[config.mk]
export PLATFORM = sky130hd
export DESIGN_NAME = display_scan
export DESIGN_NICKNAME = d
export VERILOG_FILES = /design/src/rtl/display_scan.sv
export SDC_FILE = /design/constraint.sdc
export NUM_CORES = 1
export LEC_CHECK = 0
export BUFFER_PORTS_ARGS = -buffer_cell sky130_fd_sc_hd__buf_4
export CORE_ASPECT_RATIO = 0.8
export CORE_MARGIN = 8
export CORE_UTILIZATION = 50
export CTS_CLUSTER_SIZE = 20
export DETAILED_ROUTE_END_ITERATION = 10
export GPL_ROUTABILITY_DRIVEN = 0
export GPL_TIMING_DRIVEN = 0
export PLACE_DENSITY = 0.76
export SLEW_MARGIN = 15
export SYNTH_ARGS = -nofsm -noshare
export SYNTH_HDL_FRONTEND = slang
export SYNTH_SLANG_ARGS = --single-unit
[constraint.sdc]
create_clock -name clock -period 4.01 [get_ports clock]
set_clock_uncertainty 0.15 [all_clocks]
set_input_delay 0.401 -clock clock [delete_from_list [all_inputs] [get_ports clock]]
set_output_delay 0.401 -clock clock [all_outputs]
set_load 0.01 [all_outputs]
[src/rtl/display_scan.sv]
// Four-digit multiplexed seven-segment scan driver with double-buffered
// digit/DP/flash data, inter-digit blanking, leading-zero suppression and edit flashing.
module display_scan #(
  parameter int DIGIT_CYCLES = 32,
  parameter int BLANK_CYCLES = 2,
  parameter int FLASH_FRAMES = 64
) (
  input  logic        clock,
  input  logic        nRst,
  input  logic        load,
  input  logic [15:0] bcd_in,
  input  logic [3:0]  dp_mask,
  input  logic [3:0]  flash_mask,
  input  logic        blank_lz,
  output logic [3:0]  bcd_out,
  output logic        DP,
  output logic [3:0]  nDigit,
  output logic        frame_done
);

  localparam int CW = (DIGIT_CYCLES > 1) ? $clog2(DIGIT_CYCLES) : 1;
  localparam int FW = (FLASH_FRAMES > 1) ? $clog2(FLASH_FRAMES) : 1;

  logic [CW-1:0] c_q, c_d;
  logic [1:0]    d_q, d_d;
  logic [15:0]   shadow_bcd_q, shadow_bcd_d, act_bcd_q, act_bcd_d;
  logic [3:0]    shadow_dp_q, shadow_dp_d, act_dp_q, act_dp_d;
  logic [3:0]    shadow_fl_q, shadow_fl_d, act_fl_q, act_fl_d;
  logic          pending_q, pending_d;
  logic          flash_phase_q, flash_phase_d;
  logic [FW-1:0] fcnt_q, fcnt_d;
  logic [3:0]    bcd_q, bcd_d;
  logic          dp_q, dp_d;
  logic [3:0]    ndig_q, ndig_d;
  logic          fdone_q, fdone_d;

  logic          boundary;
  logic [3:0]    cur_digit;
  logic          suppress;

  assign bcd_out    = bcd_q;
  assign DP         = dp_q;
  assign nDigit     = ndig_q;
  assign frame_done = fdone_q;

  assign boundary  = (d_q == 2'd0) && (c_q == CW'(DIGIT_CYCLES - 1));
  assign cur_digit = act_bcd_q[{d_q, 2'b00} +: 4];

  // NOTE: every variable gets a default at the top so this block never infers a latch.
  always_comb begin
    c_d           = c_q;
    d_d           = d_q;
    shadow_bcd_d  = shadow_bcd_q;
    shadow_dp_d   = shadow_dp_q;
    shadow_fl_d   = shadow_fl_q;
    act_bcd_d     = act_bcd_q;
    act_dp_d      = act_dp_q;
    act_fl_d      = act_fl_q;
    pending_d     = pending_q | load;
    flash_phase_d = flash_phase_q;
    fcnt_d        = fcnt_q;
    ndig_d        = 4'hF;
    bcd_d         = 4'hF;
    dp_d          = 1'b0;
    fdone_d       = boundary;

    if (c_q == CW'(DIGIT_CYCLES - 1)) begin
      c_d = '0;
      d_d = d_q - 2'd1;
    end else begin
      c_d = c_q + CW'(1);
    end

    if (load) begin
      shadow_bcd_d = bcd_in;
      shadow_dp_d  = dp_mask;
      shadow_fl_d  = flash_mask;
    end

    // The active copy only changes between frames, so a frame never mixes two loads.
    if (boundary) begin
      if (pending_q) begin
        act_bcd_d = shadow_bcd_q;
        act_dp_d  = shadow_dp_q;
        act_fl_d  = shadow_fl_q;
      end
      pending_d = load;
      if (fcnt_q == FW'(FLASH_FRAMES - 1)) begin
        fcnt_d        = '0;
        flash_phase_d = ~flash_phase_q;
      end else begin
        fcnt_d = fcnt_q + FW'(1);
      end
    end

    // A digit is a leading zero when it and every digit to its left are 0 with no DP.
    suppress = blank_lz && (d_q != 2'd0);
    for (int i = 0; i < 4; i++) begin
      if (i >= int'(d_q))
        suppress = suppress && (act_bcd_q[i*4 +: 4] == 4'd0) && !act_dp_q[i];
    end

    if ((c_q >= CW'(BLANK_CYCLES)) && !(flash_phase_q && act_fl_q[d_q])) begin
      ndig_d[d_q] = 1'b0;
      bcd_d       = suppress ? 4'hF : cur_digit;
      dp_d        = act_dp_q[d_q];
    end
  end

  // NOTE: state is updated with non-blocking assignments only, so every register samples pre-edge values.
  always_ff @(posedge clock) begin
    if (!nRst) begin
      c_q           <= '0;
      d_q           <= 2'd3;
      shadow_bcd_q  <= '0;
      shadow_dp_q   <= '0;
      shadow_fl_q   <= '0;
      act_bcd_q     <= '0;
      act_dp_q      <= '0;
      act_fl_q      <= '0;
      pending_q     <= 1'b0;
      flash_phase_q <= 1'b0;
      fcnt_q        <= '0;
      bcd_q         <= 4'hF;
      dp_q          <= 1'b0;
      ndig_q        <= 4'hF;
      fdone_q       <= 1'b0;
    end else begin
      c_q           <= c_d;
      d_q           <= d_d;
      shadow_bcd_q  <= shadow_bcd_d;
      shadow_dp_q   <= shadow_dp_d;
      shadow_fl_q   <= shadow_fl_d;
      act_bcd_q     <= act_bcd_d;
      act_dp_q      <= act_dp_d;
      act_fl_q      <= act_fl_d;
      pending_q     <= pending_d;
      flash_phase_q <= flash_phase_d;
      fcnt_q        <= fcnt_d;
      bcd_q         <= bcd_d;
      dp_q          <= dp_d;
      ndig_q        <= ndig_d;
      fdone_q       <= fdone_d;
    end
  end

endmodule

==> summary by stage, run 1 <==
Outcome
The run finished with clean final reports.

Pwr
For this design the static power due to leakage is 1.52 nW. Summing internal, switching and leakage power gives 0.00159 W. The switching power total is 0.000317 W. The internal portion of total power is 0.00127 W. Of the total power, the share spent switching nets is 0.199. VDD sags by at most 263 µV.

The portion of total power attributed to the clock network is 0.468. For this design the ratio of total power to cell area is 443 nW/µm². The portion of total power attributed to sequential cells is 0.476. Of the total power, combinational logic draws 0.056.

Timing
Setup repair after global routing left no endpoint under its margin. Measured against its own limit, the worst slew margin works out to 0.727. The final max-slew violation count is 0. The number of hold-slack violations in the final timing report is 0. Static timing analysis puts the maximum clock frequency at 0.419 GHz.

In the finished design, the share of the clock period the worst path needs comes to 0.594. The number of setup violations in the final report is 0. Setup total negative slack on the finished layout was measured at 0 ns. The minimum clock period is 2.38 ns.

At the pin with the least slew margin, the transition time is 0.410 ns.

Cells and area
In the final layout, the share of cells above drive strength 1 is 0.184. The count of filler cells inserted in the layout is 532. The final-stage net count is 375. The total inserted antenna cells is 0. From synthesis to final layout, the design area changed by 21.6%.

Synth
Of the post-synthesis cell area, the dominant cell type holds 0.495. The number of flops mapped to enable cells by yosys is 0. The number of nets in the synthesized netlist is 328. The library cell with the highest instance count after synthesis is sky130_fd_sc_hd__dfxtp_1.

The netlist uses 31 different library cells. Summing every instance area after synthesis gives 2950 µm². The flip-flop and latch count after synthesis is 73. By area the synthesized netlist is led by sky130_fd_sc_hd__dfxtp_1 (49%), sky130_fd_sc_hd__mux2i_1 (8.5%), sky130_fd_sc_hd__nand2_1 (7.6%). Synthesis produced a netlist whose cell count is 291. Among all flip-flop cells after synthesis, the most frequent one is sky130_fd_sc_hd__dfxtp_1. The largest total area in the synthesized netlist belongs to sky130_fd_sc_hd__dfxtp_1. The Yosys step of the flow raised 0 warnings. The fraction of registers with async set or reset after synthesis is 0. The proportion of synthesized chip area in sequential cells is 0.495.

The average cell area after synthesis is 10.2 µm². Sorting the synthesized cells by how often they occur yields sky130_fd_sc_hd__dfxtp_1 (73), sky130_fd_sc_hd__nand2_1 (60), sky130_fd_sc_hd__mux2i_1 (25), sky130_fd_sc_hd__nor2b_1 (25), sky130_fd_sc_hd__a21boi_0 (18).

Critical path
The maximum single-stage delay on the critical path is 0.38 ns. The type of element capturing the critical path is a flip-flop. At the worst endpoint, the required time is 4.12 ns. The kind of start point of the critical path is a flip-flop. The worst setup path category is reg -> reg.

The largest fanout on the critical path is 10. The cell type of the slowest stage on the worst timing path is sky130_fd_sc_hd__dfxtp_1. The critical path goes through clkbuf_1 > inv_1 > ha_1 > and2_1 > buf_2 > nand2_1 > buf_2 > nand2_1 > a21boi_0.

STA puts the critical path data arrival time at 2.50 ns.

CTS
Once the clock tree was built, the resizer swapped 0 gates to a different size. TritonCTS built the clock tree. The number of H-tree levels is 3. The later pin in the worst-skew pair is clocked with a latency of 0.35 ns. No sink is reached through more buffers than the 2 on the longest clock path. After clock tree synthesis, the clock-pin slew on the worst setup and hold paths is 0.08 ns. The count of clock tree sinks is 73. The number of buffers inserted during clock tree synthesis is 9. The number of buffers added for setup after CTS is 0. The clock root buffer is sky130_fd_sc_hd__clkbuf_8. The number of buffers added to fix hold violations after cts is 0.

Floorplan
The die outline area is 8640 µm². The initial utilization of the core area, before any placement, comes to 0.508. The boundary pin count is 38. The placeable core region is 5820 µm².

The floorplan has 25 rows. The floorplan step set the die height to 84.8 µm. The horizontal die dimension is 102 µm.

Drt
The detailed router finished its first iteration with 45 violations. The count of nets left with antenna violations once routing finished came out at 0. The number of vias per cell after detailed routing is 4.82. After detailed routing, the number of remaining DRC violations is 0. Wires add up to 5430 µm. The final routed wire length divided by cell count is 12.8 µm. The first-pass iteration count of the detailed router is 4.

The via count of the routed design is 2043.

Min path
In this run the worst hold path is classified as in -> reg.

Global routing
For this run the aggregate overflow at the end of global routing stands at 0. The maximum number of pins on one net before global-route repair is 14. The first global-routing pass estimated 9520 µm of wire. In the global route stage, overall resource usage came out at 0.141. The initial antenna violation count was 0. The via count of the first global-routing pass was 2041.

Flow run
The tool flagged a number of max-cap violations equal to 0.

Placement
The wire-length estimate of the detail-placed layout is 4020 µm. During placement, the flow inserted port buffers numbering 36.
## flip-flops by register name, summed over array words and instances, names as in the netlist, 5 cells and up
| register | flops |
|---|---|
| fcnt_q | 6 |
| c_q | 5 |
| act_bcd_q | 16 |
| shadow_bcd_q | 16 |
## kinds of logic (layout without fill, tap and decap cells)
logic type                 after synthesis  in the layout  share of synthesized area
AOI/OAI and AO/OA                       30             30                     0.0775
xor gates and xnor gates                 9              9                     0.0267
adders and majority gates                9              9                     0.0381
buffers and inverters                   21             73                     0.0326
DFF                                     73             73                      0.495
muxes                                   31             31                      0.137
and+or+nand+nor                        118            118                      0.194
## area by class of cell
cell class | count | area (µm²) | area share
sequential | 73 | 1460 | 0.407
multi-input combinational | 197 | 1400 | 0.389
timing repair buffer | 36 | 270 | 0.0752
clock inverter | 7 | 143 | 0.0397
clock buffer | 9 | 124 | 0.0345
tap | 81 | 101 | 0.0282
buffer | 17 | 81.3 | 0.0226
inverter | 4 | 15.0 | 0.00418
## worst max-delay path: cells and delay by family (launching register included)
family	cells	cell delay [ns]
and+or+nand+nor	3	0.44
AOI/OAI and AO/OA	1	0.21
DFF	1	0.38
adders and majority gates	1	0.25
buffers and inverters	4	0.87
## routing by layer
metal | GRT usage | wire, µm
met1 | 0.175 | 2670
met2 | 0.206 | 2360
met3 | 0.0587 | 312
met4 | 0.0638 | 80
met5 | 0 | 0
## path summary, 6_finish.rpt
path	start	cells past startpoint	slack, ns	to
worst min-delay path	bcd_in[3]	3	0.15	shadow_bcd_q[3]
worst max-delay path	d_q[1]	9	1.63	act_dp_q[1]
worst max register to register	d_q[1]	9	1.63	act_dp_q[1]
worst min register to register	shadow_bcd_q[13]	2	0.31	act_bcd_q[13]
## stage by stage
step | util | std cells | area, µm² | setup WS [ns] | hold slack, ns
2_1_floorplan | - | 291 | 2950 | 2.03 | 0.280
3_3_place_gp | 0.572 | 408 | 3330 | 1.71 | 0.296
3_5_place_dp | 0.572 | 408 | 3330 | 1.66 | 0.301
4_1_cts | 0.617 | 424 | 3590 | 1.60 | 0.139
5_1_grt | 0.617 | 424 | 3590 | 1.43 | 0.137
6_report | 0.617 | 424 | 3590 | 1.63 | 0.154
## power groups by stage
stage / registers (W) / logic, W / clock network (W)
global route: 0.000761 / 0.0000991 / 0.000793
global placement: 0.000774 / 0.0000879 / 0
CTS: 0.000758 / 0.0000902 / 0.000761
floorplan: 0.000774 / 0.0000514 / 0
detailed placement: 0.000775 / 0.0000900 / 0
finish: 0.000758 / 0.0000887 / 0.000744
## layout by cell type, fill, tap and decap left out, drive strengths merged
cell type	synthesis	layout
clkbuf	8	17
bufinv	0	4
nand4	2	2
xnor2	6	6
a21oi	1	1
dfxtp	73	73
nor2	10	10
o2111ai	1	1
o21ai	2	2
and3	5	5
nand3	1	1
mux2i	25	25
mux4	6	6
and2	5	5
nor2b	25	25
xor2	3	3
nand2	60	60
o22ai	1	1
nand3b	4	4
nand2b	1	1
inv	4	4
o21a	1	1
buf	9	45
nor4b	1	1
nor3	1	1
ha	9	9
clkinv	0	3
a21boi	24	24
or4	3	3
Note: power is estimated with default switching activity, not from simulation.
==> run 2, diff against run 1 <==
--- a/config.mk
+++ b/config.mk
@@ -13,7 +13,7 @@
 export DETAILED_ROUTE_END_ITERATION = 10
 export GPL_ROUTABILITY_DRIVEN = 0
 export GPL_TIMING_DRIVEN = 0
-export PLACE_DENSITY = 0.76
+export PLACE_DENSITY = 0.78
 export SLEW_MARGIN = 15
 export SYNTH_ARGS = -nofsm -noshare
 export SYNTH_HDL_FRONTEND = slang
==> constraint.sdc (replaced) <==
create_clock -name clock -period 2 [get_ports clock]
set_clock_uncertainty 0.15 [all_clocks]
set_input_delay 0.2 -clock clock [delete_from_list [all_inputs] [get_ports clock]]
set_output_delay 0.2 -clock clock [all_outputs]
set_load 0.01 [all_outputs]
==> summary by stage, run 2 (synthesis results as in run 1) <==
Cells and area
The final-stage net count is 398 (+6.1%). The leading cell type in the layout, fill and taps excluded is sky130_fd_sc_hd__dfxtp_1. The number of non-filler instances in the completed layout was 446 (+5.2%). The largest registers in the layout are act_bcd_q: 16 flops, shadow_bcd_q: 16 flops, fcnt_q: 6 flops. The post-route standard cell area excluding fillers came to 3790 µm² (+5.6%).

The fraction of layout cells with a size suffix above 1 is 0.195 (+0.0108). The sequential standard cell area was 1470 µm² (+0.34%). The area taken by multi-input logic gates is 1440 µm² (+2.8%). The library cells used most frequently in the layout, excluding fill and tap cells, are sky130_fd_sc_hd__dfxtp_1 (69), sky130_fd_sc_hd__nand2_1 (59), sky130_fd_sc_hd__buf_4 (37). The total inserted antenna cells is 0 (unchanged).

The count of filler cells inserted in the layout was 493 (-7.3%). The post-synthesis to final-layout area growth is 28.4%.

Timing
The period utilization was 0.939 (+0.345). Setup repair after global routing could not meet its margin everywhere. The number of hold-slack violations in the final timing report came to 0 (unchanged). The worst-case headroom to the max-slew limit is 0.736 (+0.00931). The transition time at the pin with the least slew margin is 0.396 ns (-0.0140 ns). The achievable clock frequency is 0.532 GHz (+27%).

The final max-slew violation count is 0 (unchanged). The minimum clock period is 1.88 ns (-0.505 ns). The number of setup violations in the final report is 0 (unchanged).

Critical path
STA classifies the critical path startpoint as a flip-flop. The critical path starts at c_q[0]. Following the worst setup path forward leads to its endpoint at flash_phase_q.

In this run the critical register-to-register path is captured at flash_phase_q. The reg2reg setup slack is 0.12 ns (-1.50 ns). The beginning of the worst register-to-register path is c_q[0].

The largest fanout on the critical path is 9 (-1). The arrival time reported for the critical path endpoint is 1.97 ns (-0.53 ns). The cell count of the worst reg-to-reg path is 8 (-1). The type of element capturing the critical path is a flip-flop. The required time of the critical path was 2.09 ns (-2.03 ns). The worst setup path category is reg -> reg.

Global routing
The total routing resource utilization after global routing is 0.149 (+0.00877). The wire length of the first global-routing pass is 10100 µm (+6.5%). The via count of the first global-routing pass came to 2108 (+3.3%). The initial antenna violation count is 0 (unchanged).

The maximum number of pins on one net before global-route repair came to 12 (-2). The residual overflow from global routing is 0 (unchanged).

Drt
The met3 wirelength from detailed routing is 287 µm (-8.0%). The first-pass iteration count of the detailed router is 4 (unchanged). The via count of the routed design is 2174 (+6.4%). After detailed routing, no signal wire sits above met4.

The final routed wire length divided by cell count came to 13.4 µm (+4.9%). The count of antenna-violating nets left after detailed routing came to 0 (unchanged). The initial DRC count is 130 (+190%). The met1 routed wirelength after detailed routing was 2950 µm (+10%). The number of vias per cell after detailed routing was 4.87 (+1.2%).

The detailed-route wire length came to 5990 µm (+10%). The met2 layer wire length in the routed design came to 2670 µm (+13%). The number of DRC violations after detailed routing is 0 (unchanged).

Placement
The cell area reported after detailed placement was 3330 µm² (unchanged). The placed cell count is 408 (unchanged). The detailed placer's ending HPWL is 4070 µm (+1.1%). The number of buffers added on ports is 36 (unchanged).

Floorplan
The placeable core region was 5820 µm² (unchanged). The number of cell rows is 25 (unchanged). The initial core utilization came to 0.508 (unchanged). The boundary pin count is 38 (unchanged).

The height of the die came to 84.8 µm (unchanged). The die outline area is 8640 µm² (unchanged). The horizontal die dimension is 102 µm (unchanged).

Flow run
The total of max-cap violations is 0 (unchanged).

Min path
The worst min-delay path category is in -> reg.

CTS
The clock tree from TritonCTS is done. The clock transition at the register clock pins on the worst setup and hold paths after CTS is 0.07 ns (about the same). The number of buffers added for setup after CTS is 0 (unchanged).

The maximum buffer depth of the clock tree is 2 (unchanged). The number of buffers inserted during clock tree synthesis is 9 (unchanged). In this run the clock root is driven by a sky130_fd_sc_hd__clkbuf_8. The clock latency on the worst-skew pair is 0.34 ns (about the same). The count of clock tree sinks is 73 (unchanged). The number of H-tree levels was 3 (unchanged).

Pwr
The leakage power came to 1.59 nW (+4.4%). The maximum vdd drop is 439 µV (+67%). The power density over the cells came to 720 nW/µm² (+62%).

The total chip power came to 0.00273 W (+72%).

Outcome
The flow ran to the end, and the final reports show no timing, DRC or antenna violations.
run 2: through the flow:
step / utilization / TNS, ns / hold WS [ns] / setup slack (ns)
after floorplan: - / 0 / 0.219 / 0.0242
after global placement: 0.572 / -6.40 / 0.295 / -0.309
after detailed placement: 0.572 / -7.80 / 0.293 / -0.383
after CTS: 0.645 / 0 / 0.105 / 0.00663
after global routing: 0.652 / -0.00733 / 0.128 / -0.00563
final: 0.652 / 0 / 0.114 / 0.121
run 2: how the worst min path moves through the flow:
stage / endpoint / slack [ns] / depth (start not counted) / from
floorplan: shadow_bcd_q[0] / 0.22 / 2 / bcd_in[0]
global placement: c_q[0] / 0.30 / 1 / c_q[0]
detailed placement: act_bcd_q[13] / 0.29 / 2 / shadow_bcd_q[13]
CTS: shadow_fl_q[0] / 0.11 / 3 / load
global route: shadow_fl_q[1] / 0.13 / 3 / load
finish: shadow_fl_q[0] / 0.11 / 3 / load
run 2: routing by layer:
| layer | vias up | GRT usage |
|---|---|---|
| met5 | - | 0 |
| met4 | 0 | 0.0559 |
| met3 | 8 | 0.0620 |
| met2 | 39 | 0.219 |
| met1 | 1017 | 0.189 |
| li1 | 1110 | - |
run 2: cell type report:
| type | count | share of cell area |
|---|---|---|
| clock buffer | 11 | 0.0373 |
| buffer | 16 | 0.0274 |
| multi-input combinational | 197 | 0.378 |
| timing repair buffer | 60 | 0.135 |
| clock inverter | 4 | 0.00528 |
| sequential | 73 | 0.387 |
| tap | 81 | 0.0267 |
| inverter | 4 | 0.00396 |
run 2: critical path, cell delays in order, from the launching register on:
cell,delay (ns)
sky130_fd_sc_hd__dfxtp_2,0.35
sky130_fd_sc_hd__ha_1,0.18
sky130_fd_sc_hd__and3_4,0.20
sky130_fd_sc_hd__ha_4,0.16
sky130_fd_sc_hd__and2_1,0.14
sky130_fd_sc_hd__buf_6,0.15
sky130_fd_sc_hd__nand4_1,0.14
sky130_fd_sc_hd__xnor2_1,0.15
sky130_fd_sc_hd__and2_1,0.15
run 2: power breakdown:
part	internal [W]	switching (W)	leakage [nW]
Combinational	0.000133	0.0000867	0.907
Clock	0.000469	0.000519	0.0887
Sequential	0.00150	0.0000257	0.594
Total	0.00210	0.000631	1.59
run 2: repair_timing:
action,in CTS,in global routing
resized for setup,13,16
endpoints found under the setup margin,35,30
hold buffers,24,0
pin swaps,1,1
hold endpoints to repair,24,0
==> run 3, diff against run 2 <==
--- a/config.mk
+++ b/config.mk
@@ -13,7 +13,7 @@
 export DETAILED_ROUTE_END_ITERATION = 10
 export GPL_ROUTABILITY_DRIVEN = 0
 export GPL_TIMING_DRIVEN = 0
-export PLACE_DENSITY = 0.78
+export PLACE_DENSITY = 0.72
 export SLEW_MARGIN = 15
 export SYNTH_ARGS = -nofsm -noshare
 export SYNTH_HDL_FRONTEND = slang
==> summary by stage, run 3 (synthesis results as in run 1) <==
Pwr
The maximum vdd drop is 452 µV (+2.9%). The logic gate share of total power is 0.077 (-0.003). The switching power total is 0.000621 W (-1.6%). The leakage power is 1.61 nW (+1.4%). The total chip power was 0.00286 W (+4.7%). The portion of total power attributed to sequential cells came to 0.532 (-0.026).

The power density over the cells is 751 nW/µm² (+4.3%). The portion of total power attributed to the clock network is 0.391 (+0.029). The internal portion of total power is 0.00224 W (+6.6%).

The switching part of the total is 0.217 (-0.0139).

Outcome
The flow ran to the end, and the final reports show no timing, DRC or antenna violations.

Floorplan
The initial core utilization is 0.508 (unchanged). The number of cell rows is 25 (unchanged). The boundary pin count came to 38 (unchanged). The placeable core region is 5820 µm² (unchanged). The die outline area came to 8640 µm² (unchanged). The height of the die is 84.8 µm (unchanged). The horizontal die dimension was 102 µm (unchanged).

Critical path
By instance count, the cell type seen most on the critical path is sky130_fd_sc_hd__and2_1. The reg2reg setup slack is 0.09 ns (-0.03 ns). The worst setup path is of the reg -> reg kind. The buffering stage count on the worst path with inverters included was 1 (unchanged). The required time of the critical path came to 2.09 ns (about the same).

The largest individual stage delay along the critical path comes from the cell sky130_fd_sc_hd__dfxtp_2. The type of element capturing the critical path is a flip-flop. The maximum single-stage delay on the critical path was 0.35 ns (about the same).

The arrival time reported for the critical path endpoint is 2.00 ns (+0.03 ns). The largest fanout on the critical path is 9 (unchanged). Traced cell by cell, the critical path runs through ha_1 > and3_1 > ha_4 > and2_1 > buf_6 > nand4_1 > xnor2_1 > and2_1. STA classifies the critical path startpoint as a flip-flop.

On the critical path the largest part of the delay comes from simple AND/OR/NAND/NOR gates.

Timing
The achievable clock frequency is 0.524 GHz (-1.5%). The number of hold-slack violations in the final timing report is 0 (unchanged). The minimum clock period is 1.91 ns (+0.0284 ns). The transition time at the pin with the least slew margin came to 0.436 ns (+0.0400 ns).

The final max-slew violation count is 0 (unchanged). The period utilization is 0.954 (+0.0142). The worst-case headroom to the max-slew limit came to 0.709 (-0.0266). The number of setup violations in the final report is 0 (unchanged).

Global routing
The wire length of the first global-routing pass was 10000 µm (-1.0%). The residual overflow from global routing is 0 (unchanged). The via count of the first global-routing pass is 2184 (+3.6%).

The initial antenna violation count was 0 (unchanged). The total routing resource utilization after global routing is 0.148 (-0.00179). The maximum number of pins on one net before global-route repair is 12 (unchanged).

Drt
The final routed wire length divided by cell count is 13.2 µm (-2.1%). The initial DRC count is 69 (-47%). The count of antenna-violating nets left after detailed routing is 0 (unchanged). The first-pass iteration count of the detailed router came to 4 (unchanged). The number of vias per cell after detailed routing was 4.79 (-1.8%).

The via count of the routed design is 2140 (-1.6%). The number of DRC violations after detailed routing came to 0 (unchanged). The detailed-route wire length was 5880 µm (-1.9%).

CTS
The number of buffers added for setup after CTS was 0 (unchanged). The clock transition at the register clock pins on the worst setup and hold paths after CTS is 0.07 ns (about the same). The clock root buffer is sky130_fd_sc_hd__clkbuf_8. The number of H-tree levels is 3 (unchanged). The count of clock tree sinks is 73 (unchanged). The number of buffers inserted during clock tree synthesis is 9 (unchanged). The clock latency on the worst-skew pair is 0.34 ns (about the same). The clock tree from TritonCTS is done. The maximum buffer depth of the clock tree is 2 (unchanged).

Cells and area
The fraction of layout cells with a size suffix above 1 is 0.189 (-0.00600). The final-stage net count is 398 (unchanged). The post-synthesis to final-layout area growth is 29.0%. The count of filler cells inserted in the layout is 491 (-0.41%). Leaving out fill and tap cells, the most frequent cell in the layout is sky130_fd_sc_hd__dfxtp_1. The core utilization of the finished layout is 0.655 (+0.00280). The total inserted antenna cells is 0 (unchanged). In the final layout, the registers with the most flip-flops are act_bcd_q: 16 flops, shadow_bcd_q: 16 flops, fcnt_q: 6 flops. The library cells used most frequently in the layout, excluding fill and tap cells, are sky130_fd_sc_hd__dfxtp_1 (69), sky130_fd_sc_hd__nand2_1 (59), sky130_fd_sc_hd__buf_4 (36).

Flow run
The total of max-cap violations came to 0 (unchanged).

Placement
The number of buffers added on ports is 36 (unchanged). The detailed placer's ending HPWL is 4070 µm (about the same).

Min path
The path class of the tightest hold or removal check is in -> reg.
run 3: worst register-to-register path: stages, from the launching register on:
cell                      delay (ns)
sky130_fd_sc_hd__dfxtp_2        0.35
sky130_fd_sc_hd__ha_1           0.17
sky130_fd_sc_hd__and3_1         0.21
sky130_fd_sc_hd__ha_4           0.17
sky130_fd_sc_hd__and2_1         0.14
sky130_fd_sc_hd__buf_6          0.14
sky130_fd_sc_hd__nand4_1        0.15
sky130_fd_sc_hd__xnor2_1        0.16
sky130_fd_sc_hd__and2_1         0.16
run 3: area by class of cell:
type                            count  area (µm²)  share of cell area
Sequential cell                    73        1470               0.385
Multi-Input combinational cell    197        1420               0.373
Timing Repair Buffer               60         510               0.134
Clock buffer                       13         149              0.0391
Buffer                             16         106              0.0279
Tap cell                           81         101              0.0266
Clock inverter                      3        40.0              0.0105
Inverter                            4        15.0             0.00394
run 3: worst paths after layout:
check | startpoint | to | depth (start not counted)
hold reg to reg | c_q[0] | c_q[0] | 1
setup / recovery | c_q[1] | flash_phase_q | 8
hold / removal | load | shadow_fl_q[2] | 3
setup reg to reg | c_q[1] | flash_phase_q | 8
run 3: power groups by stage:
| stage | Combinational [W] | Clock, W | Sequential (W) |
|---|---|---|---|
| 3_3_place_gp | 0.000177 | 0 | 0.00155 |
| 6_report | 0.000220 | 0.00112 | 0.00152 |
| 4_1_cts | 0.000218 | 0.00114 | 0.00152 |
| 3_5_place_dp | 0.000182 | 0 | 0.00155 |
| 5_1_grt | 0.000243 | 0.00121 | 0.00153 |
| 2_1_floorplan | 0.000103 | 0 | 0.00155 |
run 3: what timing repair did:
action / 4_1_cts / 5_1_grt
hold endpoints to repair: 23 / 1
setup endpoints to repair: 35 / 29
pin swaps: 0 / 4
resized for setup: 11 / 15
hold buffers: 23 / 1
run 3: metal layers:
layer / vias up / global-route usage / share of wire
met3: 11 / 0.0554 / 0.051
met2: 38 / 0.219 / 0.44
li1: 1114 / - / -
met4: 0 / 0.0678 / 0.019
met5: - / 0 / 0
met1: 977 / 0.184 / 0.49
run 3: per-stage QoR:
stage          setup slack [ns]  std cells  setup TNS, ns  cell area (µm²)  hold WS (ns)
2_1_floorplan            0.0242        291              0             2950         0.219
3_3_place_gp             -0.318        408          -6.87             3330         0.296
3_5_place_dp             -0.377        408          -8.02             3330         0.300
4_1_cts                  0.0103        446              0             3780       0.00593
5_1_grt                -0.00147        447       -0.00147             3810         0.122
6_report                 0.0927        447              0             3810         0.114
